File: config.mk
export PLATFORM = sky130hd
export DESIGN_NAME = seq_mult_param
export DESIGN_NICKNAME = d
export VERILOG_FILES = /design/src/rtl/seq_mult_param.sv
export SDC_FILE = /design/constraint.sdc
export NUM_CORES = 1
export LEC_CHECK = 0
export CAP_MARGIN = 20
export CORE_MARGIN = 2
export CORE_UTILIZATION = 62
export DETAILED_ROUTE_END_ITERATION = 7
export PLACE_DENSITY = 0.93
export SYNTH_ARGS = -nofsm -noshare
export SYNTH_HDL_FRONTEND = slang
export SYNTH_SLANG_ARGS = --single-unit
File: constraint.sdc
create_clock -name clk -period 5.3 [get_ports clk]
set_input_delay 1.06 -clock clk [delete_from_list [all_inputs] [get_ports clk]]
set_output_delay 1.06 -clock clk [all_outputs]
set_load 0.02 [all_outputs]
File: src/rtl/seq_mult_param.sv
// Sequential shift-and-add multiplier for unsigned or two's-complement operands.
// Each CALC cycle examines one multiplier bit, LSB first. Signed operands are
// reduced to magnitudes at capture, and the product sign is applied on the
// final CALC edge.
module seq_mult_param #(
    parameter int unsigned WIDTH = 8
) (
    input  logic                 clk,
    input  logic                 rst,
    input  logic                 start,
    input  logic                 sgn,
    input  logic [WIDTH-1:0]     inp1,
    input  logic [WIDTH-1:0]     inp2,
    output logic [2*WIDTH-1:0]   prod,
    output logic                 rdy,
    output logic                 busy
);

    localparam int unsigned PW = 2 * WIDTH;
    localparam int unsigned CW = $clog2(WIDTH) + 1;

    typedef enum logic [1:0] {
        IDLE,
        CALC,
        DONE
    } state_t;

    state_t            state;
    state_t            state_nxt;
    logic              capture;
    logic [CW-1:0]     cnt;
    logic [PW-1:0]     mcand;
    logic [WIDTH-1:0]  mplier;
    logic [PW-1:0]     acc;
    logic              neg;
    logic [WIDTH-1:0]  mag1;
    logic [WIDTH-1:0]  mag2;
    logic [PW-1:0]     acc_sum;
    logic              last;

    // Operand magnitudes and the accumulator value after the current step.
    // The most-negative value maps onto its own bit pattern, i.e. 2^(WIDTH-1).
    always_comb begin
        mag1    = (sgn && inp1[WIDTH-1]) ? (~inp1 + WIDTH'(1)) : inp1;
        mag2    = (sgn && inp2[WIDTH-1]) ? (~inp2 + WIDTH'(1)) : inp2;
        acc_sum = acc + (mplier[0] ? mcand : '0);
        last    = (cnt == CW'(WIDTH - 1));
    end

    // State register.
    always_ff @(posedge clk or negedge rst) begin
        if (!rst) begin
            state <= IDLE;
        end else begin
            state <= state_nxt;
        end
    end

    // Next-state and status outputs.
    always_comb begin
        state_nxt = state;
        capture   = 1'b0;
        busy      = 1'b0;
        rdy       = 1'b0;
        case (state)
            IDLE: begin
                if (start) begin
                    capture   = 1'b1;
                    state_nxt = CALC;
                end
            end
            CALC: begin
                busy = 1'b1;
                if (last) begin
                    state_nxt = DONE;
                end
            end
            DONE: begin
                rdy = 1'b1;
                if (!start) begin
                    state_nxt = IDLE;
                end
            end
            default: state_nxt = IDLE;
        endcase
    end

    // Datapath: operand capture, shift-and-add steps, and the product register.
    // The multiplicand shifts left and the multiplier right, so bit cnt of the
    // captured multiplier always appears at mplier[0].
    always_ff @(posedge clk or negedge rst) begin
        if (!rst) begin
            cnt    <= '0;
            mcand  <= '0;
            mplier <= '0;
            acc    <= '0;
            neg    <= 1'b0;
            prod   <= '0;
        end else if (capture) begin
            cnt    <= '0;
            mcand  <= {{WIDTH{1'b0}}, mag1};
            mplier <= mag2;
            acc    <= '0;
            neg    <= sgn & (inp1[WIDTH-1] ^ inp2[WIDTH-1]);
        end else if (busy) begin
            acc    <= acc_sum;
            mcand  <= mcand << 1;
            mplier <= mplier >> 1;
            cnt    <= cnt + CW'(1);
            if (last) begin
                prod <= neg ? (~acc_sum + PW'(1)) : acc_sum;
            end
        end
    end

endmodule

Word level (Yosys, flattened, before mapping)
Cells that the tools add are included.
{"block": "totals", "ff_bits": 63}
{"block": "op_classes", "addsub": 5, "n_eq_ne": 6, "mux": 20, "bitwise": 6, "reduce_logical": 6}
{"cell": "16-bit 2-to-1 mux", "n": 6}
{"cell": "8-bit 2-to-1 mux", "n": 4}
{"cell": "16-bit by 1-bit adder with 16-bit output (second input constant)", "n": 1}
{"cell": "16-bit adder", "n": 1}
{"cell": "8-bit by 1-bit adder with 8-bit output (second input constant)", "n": 2}
{"cell": "16-bit NOT", "n": 1}
{"cell": "8-bit NOT", "n": 2}
{"cell": "4-bit 2-to-1 mux", "n": 2}
{"cell": "2-bit 2-to-1 mux", "n": 3}
{"cell": "2-bit != test (second input constant)", "n": 3}
{"cell": "2-bit one-hot mux with 3 select lines", "n": 1}
{"cell": "3-bit AND reduction", "n": 2}
{"cell": "4-bit by 1-bit adder with 4-bit output (second input constant)", "n": 1}
{"cell": "4-bit by 3-bit == test with 1-bit output (second input constant)", "n": 1}
{"cell": "1-bit 2-to-1 mux", "n": 4}
{"cell": "2-bit by 1-bit == test with 1-bit output (second input constant)", "n": 1}
{"cell": "2-bit == test (second input constant)", "n": 1}
{"cell": "1-bit logical AND", "n": 2}
{"cell": "2-bit zero test", "n": 1}
{"cell": "2-bit nonzero test", "n": 1}
{"cell": "1-bit bitwise AND", "n": 1}
{"cell": "1-bit NOT", "n": 1}
{"cell": "1-bit bitwise XOR", "n": 1}

Longest topological paths before layout
Gate-level depths: netlist of run 1.
{"block": "logic_depth", "word_depth": 5, "mapped_depth": 11}

Worst setup path after synthesis of run 1
Ideal clock, no wire load.
{"block": "synth_timing", "path_type": "register to register", "from": "register mplier[0]", "to": "register prod[14]", "setup_time_ns": 0.121, "arrival_ns": 2.939, "path_slack_ns": 2.241, "path_stages_with_launch": 12, "path_buffers": 0, "synth_period_minus_slack_ns": 3.059, "path_cell_list": "dfrtp_1 -> and2_1 -> ha_1 -> fa_1 -> a21o_4 -> a311oi_2 -> o31ai_2 -> a211oi_4 -> nand3_2 -> o41ai_1 -> xor2_1 -> o21ai_1"}
{"block": "synth_via", "elab_chain_cells": 5}
{"item": "start: declaration", "line_no": "33", "source": "logic [WIDTH-1:0] mplier;"}
{"item": "start signal: assignment", "line_no": "102", "source": "mplier <= mag2;"}
{"item": "start signal: assignment", "line_no": "108", "source": "mplier <= mplier >> 1;"}
{"item": "16-bit 2-to-1 mux (*)", "line_no": "46", "source": "acc_sum = acc + (mplier[0] ? mcand : '0);"}
{"item": "16-bit adder (*)", "line_no": "46"}
{"item": "16-bit NOT", "line_no": "111", "source": "prod <= neg ? (~acc_sum + PW'(1)) : acc_sum;"}
{"item": "16-bit by 1-bit adder with 16-bit output", "line_no": "111"}
{"item": "16-bit 2-to-1 mux (*)", "line_no": "111"}
{"item": "end signal: assignment", "line_no": "111"}
{"item": "end: declaration", "line_no": "14", "source": "output logic [2*WIDTH-1:0] prod,"}
Every way passes the cells marked *; elsewhere a longest branch is shown, timed or not.
A chain may end at the register's enable or synchronous reset.

Worst setup path in the final report of run 1
Ends and elaborated chain as after synthesis.

==> impl_metrics.yaml, run 1 <==
status:
  status: "completed"
clock_tree:
  clock-sinks: 63
  h-tree-depth: 3
  clk_pin_slew_ns: 0.06
  post-cts-setup-buffers: 0
  cts_tree: "done"
  cts_root_buffer: "clkbuf_8"
  worstSkewPairLatency_ns: 0.35
  cts_resized: 0
  ctsHoldBuffers: 0
  clockBufferDepth: 2
  numCtsBuffers: 9
global_route:
  met1_usage: 0.302
  use_met3: 0.0364
  grt_pass1_vias: 3228
  antenna_found_initial: 0
  gr-total-overflow: 0
  grt_first_pass_wirelength_mm: 14.1
  grt_start_max_net_pins: 64
  top_usage_layer: "met2"
  grtUsageMet2: 0.430
  grt.total_usage: 0.246
place:
  hpwl_mm: 5.83
  gp_congestion: 0.875
  dp.cells: 537
  port_buffers: 37
yosys:
  synth_top_area_frac: 0.395
  syn_nets: 478
  synth-edff-count: 0
  postSynthCellCount: 438
  syn-cell-area_sq_um: 3990
  synth_area_leaders: "dfrtp_1 40%, nand2_1 6.7%, o21ai_0 6.4%"
  ys.flop_type: "dfrtp_1"
  ys_ff_latch: 63
  yosysSeqAreaShare: 0.395
  yosys_warnings: 0
  yosys.area.top_type: "dfrtp_1"
  syn_avg_cell_area_sq_um: 9.10
  synth_async_sr_flop_share: 1.00
  synth.distinct_cells: 65
critical_path:
  crit_fanout: 17
  crit_type: "register to register"
  endpoint_kind: "register"
  required_ns: 5.49
  worstRegToRegCells: 11
  crit_chain: "and2_1, ha_1, fa_1, a21o_4, a311oi_2, o31ai_2, xnor2_2, nand3_2, o41ai_1, xor2_1, o21ai_1"
  cp.depth: 11
  r2r-end: "prod[14]$_DFFE_PN0P_"
  r2r_slack_ns: 1.81
  path_delay_family: "compound AO/OA/AOI/OAI gates"
  cpPeakStageDelay_ns: 0.51
  slowest_stage: "dfrtp_1"
  arrival_ns: 3.68
  cp-start-kind: "register"
  path_buf_inv: 0
  r2r_start: "mplier[0]$_DFFE_PN0P_"
timing:
  slew_viol_final: 0
  tightest_slew_ns: 0.908
  rsz0062_at_grt: "no"
  slew_headroom: 0.393
  setup_viol_count_final: 0
  fin_tns_setup_ns: 0
  clock_skew_ns: 0.00807
  fmax_mhz: 287
  layout_min_cycle_time_ns: 3.49
  min_period_over_period: 0.659
  finalHoldViolations: 0
die:
  start_util: 0.635
  io_pins: 38
  die_area_sq_um: 7090
  core_area_sq_um: 6280
  die_w_um: 84.2
  die_h_um: 84.2
  num_rows: 29
power:
  powerDensity_nw_per_um2: 659
  ir_drop_mv: 0.398
  p_leak_nw: 1.99
hold_path:
  hold_path_end: "prod[5]$_DFFE_PN0P_"
  worstHoldStart: "prod[5]$_DFFE_PN0P_"
  hold_depth: 2
  hp-class: "register to register"
flow_run:
  maxCapViolations: 0
route:
  routed_via_density: 6.03
  totalWireLength_mm: 8.30
  vias: 3328
  route.detailed.drc: 0
  routedWlPerCell_um: 15.0
  dr.pass1.iters: 5
  drt_first_iter_violations: 255
  ant_nets: 0
finish:
  drive_gt1_frac: 0.0863
  num_antenna_cells: 0
  fillers: 461
  finalNonFillerCells: 552
  area_growth_pct: 15.3
  num-nets-final: 511
## state kept, by name (all words and copies together) (netlist names)
name,count
neg,1
state,2
prod,16
mplier,8
cnt,4
mcand,16
acc,16
## area by class of cell
cell class              instances  area [sq um]  share of cell area
multi-input cells             346          2240               0.488
flip-flops and latches         63          1580               0.343
repair buffers                 41           395              0.0860
clock buffers                  12           155              0.0338
well taps                      77          96.3              0.0210
clock inverters                 3          90.1              0.0196
inverters                      10          37.5             0.00817
## worst max-delay path by stage
stage | from | to
floorplan | mplier[0]$_DFFE_PN0P_ | prod[14]$_DFFE_PN0P_
global placement | mplier[0]$_DFFE_PN0P_ | prod[14]$_DFFE_PN0P_
detailed placement | mplier[0]$_DFFE_PN0P_ | prod[14]$_DFFE_PN0P_
CTS | mplier[0]$_DFFE_PN0P_ | prod[14]$_DFFE_PN0P_
global route | mplier[0]$_DFFE_PN0P_ | prod[14]$_DFFE_PN0P_
finish | mplier[0]$_DFFE_PN0P_ | prod[14]$_DFFE_PN0P_
## per-layer routing
layer  up-vias  routed length [um]
li1       1628                   -
met1      1575                3600
met2       104                4060
met3        21                 463
met4         0                 178
met5         -                   0
## cells in the mapped netlist, drive strengths merged (4+ instances only)
master,count
a211oi,4
nor3,5
o21ai,60
ha,19
nor3b,5
xor2,9
nand2,71
a21oi,13
xnor2,25
nor2,21
a21o,5
and2,17
o31ai,4
inv,9
nand2b,4
dfrtp,63
a22oi,14
nand3,24
clkbuf,17
## cells by family after synthesis
| logic type | Yosys count | share of synthesized area |
|---|---|---|
| fa+ha+maj | 20 | 0.0647 |
| xor+xnor | 34 | 0.0785 |
| compound gates | 126 | 0.214 |
| mux | 5 | 0.0132 |
| buf+inv | 29 | 0.0414 |
| simple gates | 161 | 0.193 |
| flops | 63 | 0.395 |
## cell usage in the layout (no fill, tap or decap), drive strengths merged, types with 3 or more instances in the layout
cell type,instances
nand2b,4
nor3,5
inv,9
a22oi,14
bufinv,3
nand4,3
buf,5
xnor2,25
nand2,71
a21oi,13
nor2b,3
nand3,24
dfrtp,63
o21ai,60
and2,17
nor3b,5
ha,19
nor2,21
clkdlybuf4s50,36
o21a,3
clkbuf,12
xor2,9
a22o,3
o41ai,3
a21o,5
o31ai,4
a211oi,4
mux2i,3
## power breakdown
part	internal (mW)	switching, mW	leakage, nW	total, mW
Sequential	0.698	0.155	0.805	0.853
Combinational	0.680	0.985	1.06	1.67
Clock	0.336	0.175	0.123	0.511
Total	1.71	1.32	1.99	3.03
## worst min-delay path, cell delays in order (launching register included)
cell and delay [ns]:
dfrtp_1 0.34, nand2_1 0.05, o21ai_0 0.06
## stage by stage
stage	util	setup WS (ns)	hold slack (ns)	power, mW	instance area (sq um)
3_5_place_dp	0.693	1.82	0.469	2.49	4350
3_3_place_gp	0.693	1.93	0.461	2.41	4350
6_report	0.732	1.81	0.481	3.03	4600
2_1_floorplan	-	2.24	0.456	2.08	3990
5_1_grt	0.732	1.57	0.519	3.25	4600
4_1_cts	0.732	1.80	0.485	3.03	4600
No activity file was read; power rests on OpenSTA's default activity.
==> run 2, diff against run 1 <==
CORE_UTILIZATION = 58   (was 62)
PLACE_DENSITY = 0.89   (was 0.93)
clock period = 3.36 ns   (was 5.3 ns; I/O delays follow)
==> run 2 against run 1 <==
Core utilization decreased by 3.6 points. Setup slack got worse by 1.7 ns. Global-route usage increased by 0.17 points. Clock-buffer cell count decreased by 1. Fmax increased by 8.9%. Die area increased by 6.6%. Register-to-register slack got worse by 1.7 ns. Cell count increased by 2.2%. Non-clock buffer count increased by 8. Worst hold slack got worse by 0.17 ns. First-iteration DRC count decreased by 45%. Sequential share of layout area decreased by 0.59 points. Critical path type unchanged. Critical endpoint unchanged.
==> impl_metrics.yaml, run 2 (synthesis results as in run 1) <==
timing:
  clock_skew_ns: 0.00840
  min_period_over_period: 0.954
  layout_min_cycle_time_ns: 3.20
  tightest_slew_ns: 0.944
  fmax_mhz: 312
  finalHoldViolations: 0
  hold_slack_ns: 0.312
  slew_headroom: 0.369
  worst_slack_ns: 0.156
  slew_viol_final: 0
  setup_viol_count_final: 0
die:
  start_util: 0.593
  die_w_um: 86.9
  die_h_um: 86.9
  io_pins: 38
  core_area_sq_um: 6720
  die_area_sq_um: 7550
  num_rows: 30
clock_tree:
  worstSkewPairLatency_ns: 0.34
  cts_tree: "done"
  clockBufferDepth: 2
  ctsHoldBuffers: 0
  clock-sinks: 63
  clk_pin_slew_ns: 0.07
  cts_root_buffer: "clkbuf_8"
  numCtsBuffers: 9
  h-tree-depth: 3
global_route:
  grt_pass1_vias: 3202
  grt.total_usage: 0.248
  grt_start_max_net_pins: 33
  grt_first_pass_wirelength_mm: 14.9
  antenna_found_initial: 0
  gr-total-overflow: 0
finish:
  drive_gt1_frac: 0.110
  regArea_sq_um: 1580
  multi_input_area_sq_um: 2280
  num_antenna_cells: 0
  area_growth_pct: 17.3
  fillers: 530
  num-nets-final: 519
  layout_common_cells: "71 x nand2_1, 63 x dfrtp_1, 51 x o21ai_0, 36 x clkdlybuf4s50_1, 23 x xnor2_1"
  layout_commonest_cell: "nand2_1"
  top_regs: "acc: 16 flops, mcand: 16 flops, prod: 16 flops"
  design_area_sq_um: 4680
  finalNonFillerCells: 564
power:
  power_mw: 4.85
  powerDensity_nw_per_um2: 1040
  ir_drop_mv: 0.583
  p_leak_nw: 2.02
critical_path:
  endpoint_kind: "register"
  cp-start-kind: "register"
  crit_fanout: 4
  arrival_ns: 3.39
  required_ns: 3.55
  crit_type: "register to register"
route:
  drt_first_iter_violations: 141
  routed_via_density: 5.93
  vias: 3344
  dr.pass1.iters: 5
  route.detailed.drc: 0
  totalWireLength_mm: 8.60
  ant_nets: 0
  routedWlPerCell_um: 15.3
place:
  port_buffers: 37
  hpwl_mm: 6.38
  dpl_cell_area_sq_um: 4410
  pre_cts_ws_ns: 0.0795
  gp_congestion: 0.886
  dp.cells: 548
flow_run:
  maxCapViolations: 0
hold_path:
  hp-class: "input port to async pin"
status:
  status: "completed"
-- run 2: worst paths after layout --
kind	from	end	slack, ns	cells after the start
worst max-delay path	mplier[0]$_DFFE_PN0P_	prod[14]$_DFFE_PN0P_	0.16	11
worst min-delay path	rst	acc[2]$_DFFE_PN0P_	0.31	1
worst max register to register	mplier[0]$_DFFE_PN0P_	prod[14]$_DFFE_PN0P_	0.16	11
worst min register to register	prod[9]$_DFFE_PN0P_	prod[9]$_DFFE_PN0P_	0.48	2
max in group asynchronous	rst	cnt[3]$_DFFE_PN0P_	2.36	2
min in group clk	prod[9]$_DFFE_PN0P_	prod[9]$_DFFE_PN0P_	0.48	2
-- run 2: repair_timing --
item	in CTS	in global routing
gates resized for setup	0	5
buffers inserted	0	0
setup endpoints to repair	0	3
endpoints found under the hold margin	0	0
-- run 2: final cells by class --
cell class                      count  area share
Clock buffer                       11      0.0302
Tap cell                           80      0.0214
Sequential cell                    63       0.337
Timing Repair Buffer               49      0.0974
Clock inverter                      5      0.0174
Multi-Input combinational cell    346       0.488
Inverter                           10     0.00803
-- run 2: power breakdown --
part	switching (mW)	internal (mW)
Clock	0.293	0.438
Combinational	1.62	1.17
Sequential	0.234	1.10
Total	2.15	2.70
-- run 2: layer usage --
metal / GRT usage / vias to the layer above / wire, um
met4: 0.0781 / 0 / 105
met5: 0 / - / 0
met2: 0.425 / 94 / 4300
met3: 0.0360 / 9 / 448
li1: - / 1642 / -
met1: 0.324 / 1599 / 3750
-- run 2: critical path: stages, from the launching register on --
cell and delay, ns:
dfrtp_1 0.38, and2_1 0.16, ha_1 0.21, fa_1 0.42
a21o_4 0.24, a311oi_4 0.40, o31ai_2 0.17, a211oi_4 0.29
nand3_2 0.16, o41ai_2 0.38, xor2_1 0.17, o21ai_1 0.07
-- run 2: stage by stage --
stage	TNS [ns]	util
4_1_cts	0	0.690
3_5_place_dp	0	0.657
3_3_place_gp	0	0.657
2_1_floorplan	0	-
6_report	0	0.696
5_1_grt	-0.0423	0.696
